<file path="src/rtl/diagv2_ecall_unit_pkg.sv">
// Shared constants for the ECALL service unit: syscall codes and FSM state encodings.
// States are plain 3-bit constants so they line up with the legacy const header.
package diagv2_ecall_unit_pkg;

  localparam int DEF_SYS_PRINT = 4;
  localparam int DEF_SYS_EXIT  = 93;

  localparam logic [2:0] ST_IDLE   = 3'd0;
  localparam logic [2:0] ST_FETCH  = 3'd1;
  localparam logic [2:0] ST_WAIT   = 3'd2;
  localparam logic [2:0] ST_EMIT   = 3'd3;
  localparam logic [2:0] ST_DONE   = 3'd4;
  localparam logic [2:0] ST_HALTED = 3'd5;

  // The last byte lane of a line forces a refetch of the following line.
  function automatic logic is_last_lane(input logic [2:0] offset);
    return offset == 3'd7;
  endfunction

endpackage

</file>
<file path="src/rtl/diagv2_ecall_byte_sel.sv">
// Picks one little-endian byte lane out of a buffered dmem line and flags the string terminator.
module diagv2_ecall_byte_sel #(
  parameter int DATA_W = 64
) (
  input  logic [DATA_W-1:0] i_line,
  input  logic [2:0]        i_offset,
  output logic [7:0]        o_byte,
  output logic              o_is_null
);

  assign o_byte    = i_line[{i_offset, 3'b000} +: 8];
  assign o_is_null = (o_byte == 8'h00);

endmodule

</file>
<file path="src/rtl/diagv2_ecall_unit.sv">
// ECALL service unit: freezes the core, runs PRINT (dmem string -> console) and EXIT,
// and flags unknown syscall codes.
module diagv2_ecall_unit
  import diagv2_ecall_unit_pkg::*;
#(
  parameter int DATA_W    = 64,
  parameter int LINE_AW   = 12,
  parameter int MAX_LEN   = 4096,
  parameter int SYS_PRINT = DEF_SYS_PRINT,
  parameter int SYS_EXIT  = DEF_SYS_EXIT
) (
  input  logic               clk,
  input  logic               reset,
  input  logic               ecall,
  input  logic [DATA_W-1:0]  syscall_id,
  input  logic [DATA_W-1:0]  arg0,
  output logic               stall,
  output logic               mem_req,
  output logic [LINE_AW-1:0] mem_line,
  input  logic [DATA_W-1:0]  mem_rdata,
  output logic               con_valid,
  output logic [7:0]         con_data,
  input  logic               con_ready,
  output logic               exited,
  output logic [DATA_W-1:0]  exit_code,
  output logic               bad_ecall,
  output logic               truncated
);

  localparam int CNT_W = $clog2(MAX_LEN + 1);

  logic [2:0]         r_state;
  logic [LINE_AW-1:0] r_line;
  logic [2:0]         r_offset;
  logic [CNT_W-1:0]   r_count;
  logic [DATA_W-1:0]  r_buf;
  logic [DATA_W-1:0]  r_exit_code;
  logic               r_exited;
  logic               r_bad_ecall;
  logic               r_truncated;

  logic [7:0] w_byte;
  logic       w_is_null;
  logic       w_at_cap;
  logic       w_emit;
  logic       w_handshake;

  diagv2_ecall_byte_sel #(.DATA_W(DATA_W)) u_byte_sel (
    .i_line   (r_buf),
    .i_offset (r_offset),
    .o_byte   (w_byte),
    .o_is_null(w_is_null)
  );

  assign w_at_cap    = (r_count == CNT_W'(MAX_LEN));
  assign w_emit      = (r_state == ST_EMIT) && !w_is_null && !w_at_cap;
  assign w_handshake = w_emit && con_ready;

  // NOTE: all state below uses non-blocking assignments so every register samples
  // the pre-edge values of its peers, independent of statement order.
  always_ff @(posedge clk or negedge reset) begin
    if (!reset) begin
      r_state     <= ST_IDLE;
      r_line      <= '0;
      r_offset    <= '0;
      r_count     <= '0;
      // NOTE: the line buffer is reset too, so con_data cannot show stale bytes after reset.
      r_buf       <= '0;
      r_exit_code <= '0;
      r_exited    <= 1'b0;
      r_bad_ecall <= 1'b0;
      r_truncated <= 1'b0;
    end else begin
      r_bad_ecall <= 1'b0;
      r_truncated <= 1'b0;
      case (r_state)
        ST_IDLE: begin
          if (ecall) begin
            if (syscall_id == DATA_W'(SYS_EXIT)) begin
              r_state     <= ST_HALTED;
              r_exit_code <= arg0;
              r_exited    <= 1'b1;
            end else if (syscall_id == DATA_W'(SYS_PRINT)) begin
              r_state  <= ST_FETCH;
              r_line   <= arg0[LINE_AW+2:3];
              r_offset <= arg0[2:0];
              r_count  <= '0;
            end else begin
              r_state     <= ST_DONE;
              r_bad_ecall <= 1'b1;
            end
          end
        end
        ST_FETCH: r_state <= ST_WAIT;
        ST_WAIT: begin
          r_buf   <= mem_rdata;
          r_state <= ST_EMIT;
        end
        ST_EMIT: begin
          if (w_is_null) begin
            r_state <= ST_DONE;
          end else if (w_at_cap) begin
            r_state     <= ST_DONE;
            r_truncated <= 1'b1;
          end else if (w_handshake) begin
            r_count  <= r_count + CNT_W'(1);
            r_offset <= r_offset + 3'd1;
            if (is_last_lane(r_offset)) begin
              r_line  <= r_line + LINE_AW'(1);
              r_state <= ST_FETCH;
            end
          end
        end
        ST_DONE:   r_state <= ST_IDLE;
        ST_HALTED: r_state <= ST_HALTED;
        default:   r_state <= ST_IDLE;
      endcase
    end
  end

  // The ECALL cycle itself must freeze the core, hence the combinational term.
  assign stall     = (r_state != ST_IDLE) | (ecall & (r_state == ST_IDLE));
  assign mem_req   = (r_state == ST_FETCH);
  assign mem_line  = r_line;
  assign con_valid = w_emit;
  assign con_data  = w_emit ? w_byte : 8'h00;
  assign exited    = r_exited;
  assign exit_code = r_exit_code;
  assign bad_ecall = r_bad_ecall;
  assign truncated = r_truncated;

endmodule

</file>
<file path="config.mk">
export PLATFORM = sky130hd
export DESIGN_NAME = diagv2_ecall_unit
export DESIGN_NICKNAME = d
export VERILOG_FILES = /design/src/rtl/diagv2_ecall_unit_pkg.sv /design/src/rtl/diagv2_ecall_byte_sel.sv /design/src/rtl/diagv2_ecall_unit.sv
export SDC_FILE = /design/constraint.sdc
export NUM_CORES = 1
export LEC_CHECK = 0
export CAP_MARGIN = 20
export CORE_MARGIN = 2
export CORE_UTILIZATION = 48
export DETAILED_ROUTE_END_ITERATION = 10
export PLACE_DENSITY = 0.94
export SLEW_MARGIN = 20
export SYNTH_ARGS = -nofsm -noshare
export SYNTH_HDL_FRONTEND = slang
export SYNTH_SLANG_ARGS = --single-unit
</file>
<file path="constraint.sdc">
create_clock -name clk -period 5 [get_ports clk]
set_input_delay 1 -clock clk [delete_from_list [all_inputs] [get_ports clk]]
set_output_delay 1 -clock clk [all_outputs]
set_load 0.03 [all_outputs]
</file>
[After elaboration in Yosys (flattened, before gate mapping)]
Index checks and enable logic that the tools add are counted.
Cells by class
  add/sub/neg operators: 3
  bitwise operators: 2
  equal/unequal tests: 17
  shift-type cells: 1
  reduce and logical (&&, ||, !) cells: 13
  mux-type cells: 38
Operators by type and width (count)
  $mux 12: 7
  $mux 13: 6
  $eq 64x3->1 const B: 1
  $eq 64x7->1 const B: 1
  $shiftx 64x7->8: 1
  $mux 3: 13
  $pmux 13 s2: 1
  $pmux 12 s2: 1
  $pmux 3 s5: 1
  $add 13x1->13 const B: 1
  $eq 13x13->1 const B: 1
  $add 12x1->12 const B: 1
  $ne 2x2->1 const B: 6
  $logic_not 8->1: 1
  $mux 8: 1
  $reduce_and 8->1: 1
  $mux 1: 7
  $reduce_and 7->1: 1
  $eq 3x2->1 const B: 2
  $eq 3x3->1 const B: 2
  $pmux 3 s2: 1
  $reduce_and 3->1: 2
  $ne 4x3->1 const B: 1
  $ne 4x4->1 const B: 1
  other kinds (10): 13
Word-level totals
  logic and storage cells: 83
  input bits: 196
  output and inout bits: 90
  bits in registers: 162

[Depth between registers and ports, before layout]
Gate-level depths: netlist of run 1.
  depth in word-level cells: 10
  gate-level depth with buffers: 9
  mapped depth without buffers: 8

[Hierarchy]
From an unflattened synthesis of run 1, not the netlist that was laid out.
Unflattened totals
  cell total of the unflattened synthesis: 611
  area, all modules: 7938.9 sq um
By module, submodules not included
  diagv2_ecall_unit: times used 1, area each 7184.4 sq um, sequential area each 4053.9 sq um, cells each 542
  diagv2_ecall_byte_sel: times used 1, area each 754.5 sq um, sequential area each 0.0 sq um, cells each 69

[Worst setup path before layout of run 1]
No wires, ideal clock.
  kind: register to output
  start point: register r_offset[0]
  end point: output con_valid
  buffers on the path: 2
  data arrival time: 1.952 ns
  setup slack: 2.048 ns
  required time: 4.000 ns
  cell stages (with the launch flop): 8
  cell sequence: dfrtp_1 > buf_6 > buf_6 > mux4_1 > mux2i_1 > nand4_1 > nor2_1 > nor2_1
Between the ends
  cells in the longest elaborated chain, start to end: 5
RTL lines
  start: declaration: RTL line diagv2_ecall_unit.sv:34  | logic [2:0] r_offset;
  start signal: assignment: RTL line diagv2_ecall_unit.sv:86  | r_offset <= arg0[2:0];
  start signal: assignment: RTL line diagv2_ecall_unit.sv:107  | r_offset <= r_offset + 3'd1;
  $shiftx 64x7->8: RTL line diagv2_ecall_byte_sel.sv:11  | assign o_byte = i_line[{i_offset, 3'b000} +: 8];
  $logic_not 8->1: RTL line diagv2_ecall_byte_sel.sv:12  | assign o_is_null = (o_byte == 8'h00);
  $logic_not 1->1: RTL line diagv2_ecall_unit.sv:56  | assign w_emit = (r_state == ST_EMIT) && !w_is_null && !w_at_cap;
  $logic_and 1x1->1 (2 in series): RTL line diagv2_ecall_unit.sv:56
  end: declaration: RTL line diagv2_ecall_unit.sv:21  | output logic con_valid,
Every way passes these cells.

[Worst setup path after layout of run 1]
Ends and elaborated chain as after synthesis.

==> run metrics, run 1 <==
status=complete, no violations; synthesized net count=763; vias per inst=5.63; syn_area_per_cell=13.3 sq um; # clock sinks=162; synthesized flop and latch total=162; wire per inst=20.1 microns; Fillers=1,035; clock slew at reported path FFs=0.06 ns; Final Max Slew Viols=0; Routability Congestion=0.833; area grow syn2layout=47.7%; setup TNS=0 ns; Crit Path Max Fanout=19; maximum vdd drop=223 uV; Iter 0 DRT Violations=350; post-route ant nets=0; WL final=20,900 microns; DR pass1 iterations=5; CORE AREA=15,200 sq um; IO buf count=285; Post-synth EDFFs=0; ys async rst share=1.00; Critical Path AT=3.50 ns; Static Leakage=4.97 nW; Synth warnings=0; ys flop type=dfrtp_1; Die H=129 microns; final hold violations=0; number of diodes=0; worst setup margin=0.502 ns; worst-margin pin slew=0.851 ns; share of post-route cells with drive strength above 1=0.208; DP Wirelength=15,300 microns; global-route wire length before repair=32,500 microns; CP Capture Type=primary output; Vias=5,853; Root Buffer Master=clkbuf_16; TritonCTS buffer count=17; chip width=129 microns; Seq/Total Area, Yosys=0.544; GRT Util Overall=0.258; H-tree levels=4; Post-DP Area=10,400 sq um; CP required=4.00 ns; I/O pin count=286; postcts setup bufs=0; cells after synthesis=562; drc violations=0; Initial Util=0.491; Tmin final=4.50 ns; worst hold path type=reg -> reg; pre-CTS setup slack=0.706 ns; design area=11,000 sq um; RSZ-0062 raised after global routing=no; hold buffer count at cts=0; nets@finish=1,040; Gates resized, CTS repair=0; flip-flop and latch area=4060 sq um; initial antenna violation count=0; skew final=0.00762 ns; gr ovfl total=0; Max Freq=222 MHz; Fin Hold WS=0.477 ns; CP Launch Type=register; Max-Cap Viols=0; pwr dens=252 nW/um^2; die area=16,600 sq um; CTS tree=built; synth unique cells=54; buffers from clock root to sink, at most=2; WS Path Type=reg -> out; Mapped Area=7460 sq um; # rows=45; largest net degree at the start of global routing=84; Clock Latency Late Sink=0.42 ns; # setup viols final=0; Multi-input gate area=3220 sq um; Slew headroom=0.433; fin crit share=0.900; vias in the first global route=6,148
==> cell usage in the layout, fill, tap and decap left out, types with 3 or more instances in the layout <==
cell type | netlist | layout
inv_1 | 8 | 8
a31oi_1 | 9 | 9
mux2_2 | 126 | 126
ha_1 | 5 | 5
nor4_1 | 16 | 16
nor4b_1 | 3 | 3
a21oi_1 | 12 | 12
buf_4 | 2 | 8
and2b_1 | 3 | 3
mux2i_1 | 11 | 11
o22a_1 | 14 | 14
mux4_1 | 14 | 14
clkinv_2 | 0 | 4
nor3_1 | 9 | 8
nand2_1 | 18 | 18
nand4_1 | 9 | 9
clkdlybuf4s50_1 | 0 | 284
and3_1 | 3 | 3
clkbuf_16 | 0 | 17
clkbuf_1 | 19 | 5
nand3_1 | 16 | 15
nor2_1 | 32 | 32
o22ai_1 | 3 | 3
o21ai_0 | 15 | 15
dfrtp_1 | 162 | 161
==> worst paths after layout <==
check	end	cells after the start	start	slack, ns
max reg2reg	mem_line[6]	6	r_offset[0]	1.80
min	exit_code[12]	2	exit_code[12]	0.48
max	con_valid	6	r_offset[0]	0.50
min in group asynchronous	mem_line[5]	1	reset	0.64
max in group asynchronous	r_count[9]	2	reset	3.32
min reg2reg	exit_code[12]	2	exit_code[12]	0.48
==> critical path, stage by stage, from the launching register on <==
cell	delay [ns]
dfrtp_2	0.71
mux4_1	0.68
mux2i_1	0.26
nand4_1	0.19
nor2_1	0.42
nor2_1	0.16
clkdlybuf4s50_1	0.66
==> kinds of logic (layout without fill, tap and decap cells) <==
group	Yosys count	count (layout)	synth area share
simple gates	122	122	0.0852
flops	162	162	0.544
buf+inv	43	333	0.0277
fa+ha+maj	5	5	0.00839
compound gates	77	77	0.0748
mux	153	153	0.260
==> metal layers <==
| metal | vias up | share of wire | wire length (microns) | track usage |
|---|---|---|---|---|
| met1 | 2907 | 0.39 | 8050 | 0.310 |
| met2 | 247 | 0.52 | 10900 | 0.443 |
| met4 | 0 | 0.021 | 435 | 0.0850 |
| met3 | 34 | 0.069 | 1440 | 0.0802 |
| met5 | - | 0 | 0 | 0 |
| li1 | 2665 | - | - | - |
==> synth_stat cells, drive strengths merged (3+ instances only) <==
cell | n | area share
mux2i | 11 | 0.015
nor4 | 17 | 0.015
dfrtp | 162 | 0.54
a21oi | 12 | 0.0081
and3 | 3 | 0.0025
nand4 | 9 | 0.0075
nor3 | 9 | 0.0060
o22a | 14 | 0.016
nand3 | 16 | 0.011
buf | 16 | 0.014
and2b | 3 | 0.0030
o21ai | 16 | 0.011
o311ai | 3 | 0.0035
mux4 | 16 | 0.055
inv | 8 | 0.0040
clkbuf | 19 | 0.0096
a31oi | 9 | 0.0075
nor4b | 3 | 0.0035
nor2 | 32 | 0.016
mux2 | 126 | 0.19
o22ai | 3 | 0.0025
ha | 5 | 0.0084
nand2 | 18 | 0.0091
==> cell type report <==
type	instances	share of cell area
clock inverter	9	0.00954
timing repair buffer	293	0.265
sequential	162	0.368
inverter	8	0.00273
multi-input combinational	357	0.292
clock buffer	23	0.0416
tap	188	0.0214
==> metrics by stage <==
stage	total power, W	util	cells
after floorplan	0.00135	-	562
after global placement	0.00154	0.687	1008
after detailed placement	0.00154	0.687	1008
after CTS	0.00280	0.724	1040
after global routing	0.00287	0.724	1040
final	0.00277	0.724	1040
==> sequential cells by signal, summed over array words and instances (netlist names) <==
name	count
r_buf	64
r_offset	3
truncated	1
mem_line	12
exit_code	64
r_count	13
bad_ecall	1
r_state	3
exited	1
==> power by group <==
| part | internal [W] | switching [W] |
|---|---|---|
| sequential | 0.00131 | 0.00000135 |
| clock | 0.000748 | 0.000508 |
| combinational | 0.000142 | 0.0000641 |
| total | 0.00220 | 0.000573 |
(Power assumes the default switching activity.)
==> run 2, diff against run 1 <==
--- a/config.mk
+++ b/config.mk
@@ -14,3 +14,4 @@
 export SYNTH_ARGS = -nofsm -noshare
 export SYNTH_HDL_FRONTEND = slang
 export SYNTH_SLANG_ARGS = --single-unit
+export TNS_END_PERCENT = 20
==> results of run 2 <==
Same layout as run 1: the final DEF is identical, and so are final timing and power.
==> run 3, diff against run 2 <==
--- a/config.mk
+++ b/config.mk
@@ -7,9 +7,10 @@
 export LEC_CHECK = 0
 export CAP_MARGIN = 20
 export CORE_MARGIN = 2
-export CORE_UTILIZATION = 48
+export CORE_UTILIZATION = 38
 export DETAILED_ROUTE_END_ITERATION = 10
-export PLACE_DENSITY = 0.94
+export GPL_TIMING_DRIVEN = 0
+export PLACE_DENSITY = 0.79
 export SLEW_MARGIN = 20
 export SYNTH_ARGS = -nofsm -noshare
 export SYNTH_HDL_FRONTEND = slang
==> run 3 against run 2 <==
Effect of this change: register-to-register slack improved by 0.14 ns; sequential share of layout area decreased by 0.93 points; setup slack got worse by 0.096 ns; power increased by 4.4%; die area increased by 25%; global-route usage decreased by 5.6 points; critical endpoint unchanged; highest routed layer unchanged.
==> run metrics, run 3 (same netlist as run 1, synthesis figures left out) <==
maximum vdd drop=259 uV; Slew headroom=0.510; Die H=144 microns; register share of total power=0.453; DP Wirelength=15,400 microns; WP buf/inv=3; TritonCTS buffer count=17; r2r setup slk=1.94 ns; commonest cells after routing, fill and taps aside=284 x clkdlybuf4s50_1, 162 x dfrtp_1, 126 x mux2_2; # clock sinks=162; H-tree levels=4; gr ovfl total=0; chip width=144 microns; Root Buffer Master=clkbuf_16; # rows=51; IO buf count=285; wire per inst=18.1 microns; worst hold path type=reg -> reg; # setup viols final=0; CP Capture Type=primary output; status=complete, no violations; die area=20,800 sq um; buffers from clock root to sink, at most=2; R2R depth=8; skew final=0.0121 ns; Routability Congestion=0.811; WS Path Type=reg -> out; CP Cell Sequence=buf_6 -> buf_6 -> mux4_1 -> mux2i_1 -> nand4_1 -> nor2_1 -> nor2_1 -> clkdlybuf4s50_1; Vias=5,860; initial antenna violation count=1; Worst path slowest cell=clkdlybuf4s50_1; clock slew at reported path FFs=0.06 ns; family with the most delay on the worst path=buffers and inverters; CTS tree=built; Final Max Slew Viols=0; Initial Util=0.386; NetSw=0.000591 W; Iter 0 DRT Violations=286; post-route ant nets=0; nets@finish=1,067; Int Pwr=0.00231 W; Clock Latency Late Sink=0.42 ns; combinational fraction of design power=0.070; share of post-route cells with drive strength above 1=0.207; clock power share=0.477; Sw Share=0.204; largest net degree at the start of global routing=96; setup TNS=0 ns; area grow syn2layout=51.5%; GRT Util Overall=0.201; commonest non-fill, non-tap cell in the layout=clkdlybuf4s50_1; max incr delay on CP=0.66 ns; Max Freq=218 MHz; depth of the worst hold-timing path=1; CP Launch Type=register; Critical Path AT=3.59 ns; number of diodes=0; drc violations=0; postcts setup bufs=0; Final Core Density=0.584; CP Depth=8; I/O pin count=286; Static Leakage=5.06 nW; final hold violations=0; vias per inst=5.13; Max-Cap Viols=0; RSZ-0062 raised after global routing=no; CP required=4.00 ns; fin crit share=0.919; pwr dens=256 nW/um^2; CORE AREA=19,300 sq um; WL final=20,700 microns; Fillers=1,594; Tmin final=4.59 ns; global-route wire length before repair=32,100 microns; worst-margin pin slew=0.736 ns; vias in the first global route=6,068; DR pass1 iterations=4; Crit Path Max Fanout=10
==> run 3: cell count changes in the layout (fill, tap and decap cells not counted), moves of 3 or more <==
| cell | delta |
|---|---|
| clkbuf_1 | +15 |
| buf_2 | +6 |
| buf_4 | -6 |
| buf_1 | +3 |
| buf_6 | +3 |
==> run 3: repair_timing <==
item | 4_1_cts | 5_1_grt
setup endpoints to repair | 0 | 1
resized for setup | 0 | 0
endpoints found under the hold margin | 0 | 0
hold buffers | 0 | 0
==> run 3: worst paths after layout <==
check,from,endpoint
min reg2reg,exited,exited
min,exited,exited
max in group asynchronous,reset,r_buf[58]
min in group asynchronous,reset,exit_code[5]
max,r_offset[0],con_valid
max reg2reg,r_offset[0],r_offset[0]
==> run 3: power by group through the flow <==
| stage | Clock [W] | Combinational (W) | Sequential, W |
|---|---|---|---|
| after floorplan | 0 | 0.0000137 | 0.00134 |
| final | 0.00138 | 0.000204 | 0.00131 |
| after global routing | 0.00147 | 0.000220 | 0.00131 |
| after global placement | 0 | 0.000201 | 0.00134 |
| after detailed placement | 0 | 0.000206 | 0.00134 |
| after CTS | 0.00141 | 0.000207 | 0.00131 |
==> run 3: per-layer routing <==
layer,up-vias,share of wire,wire length (microns),global-route usage
met5,-,0,0,0
met4,0,0.022,452,0.0655
met3,33,0.097,2010,0.0795
met2,239,0.48,10000,0.325
met1,2865,0.40,8230,0.248
li1,2723,-,-,-
==> run 3: final cells by class <==
| type | count | area, sq um | area share |
|---|---|---|---|
| sequential | 162 | 4050 | 0.359 |
| multi-input combinational | 357 | 3200 | 0.283 |
| timing repair buffer | 286 | 2890 | 0.255 |
| clock buffer | 19 | 443 | 0.0392 |
| tap | 265 | 332 | 0.0294 |
| clock inverter | 12 | 181 | 0.0161 |
| buffer | 34 | 173 | 0.0153 |
| inverter | 8 | 30.0 | 0.00266 |
==> run 3: per-stage QoR <==
stage | setup WS (ns) | total power, W | hold slack (ns) | instances | area [sq um]
4_1_cts | 0.135 | 0.00293 | 0.479 | 1144 | 11300
2_1_floorplan | 2.05 | 0.00135 | 0.472 | 562 | 7460
5_1_grt | 0.183 | 0.00300 | 0.488 | 1143 | 11300
3_5_place_dp | 0.637 | 0.00154 | 0.464 | 1113 | 10700
3_3_place_gp | -3.98 | 0.00154 | 0.451 | 1112 | 10600
6_report | 0.406 | 0.00290 | 0.477 | 1143 | 11300
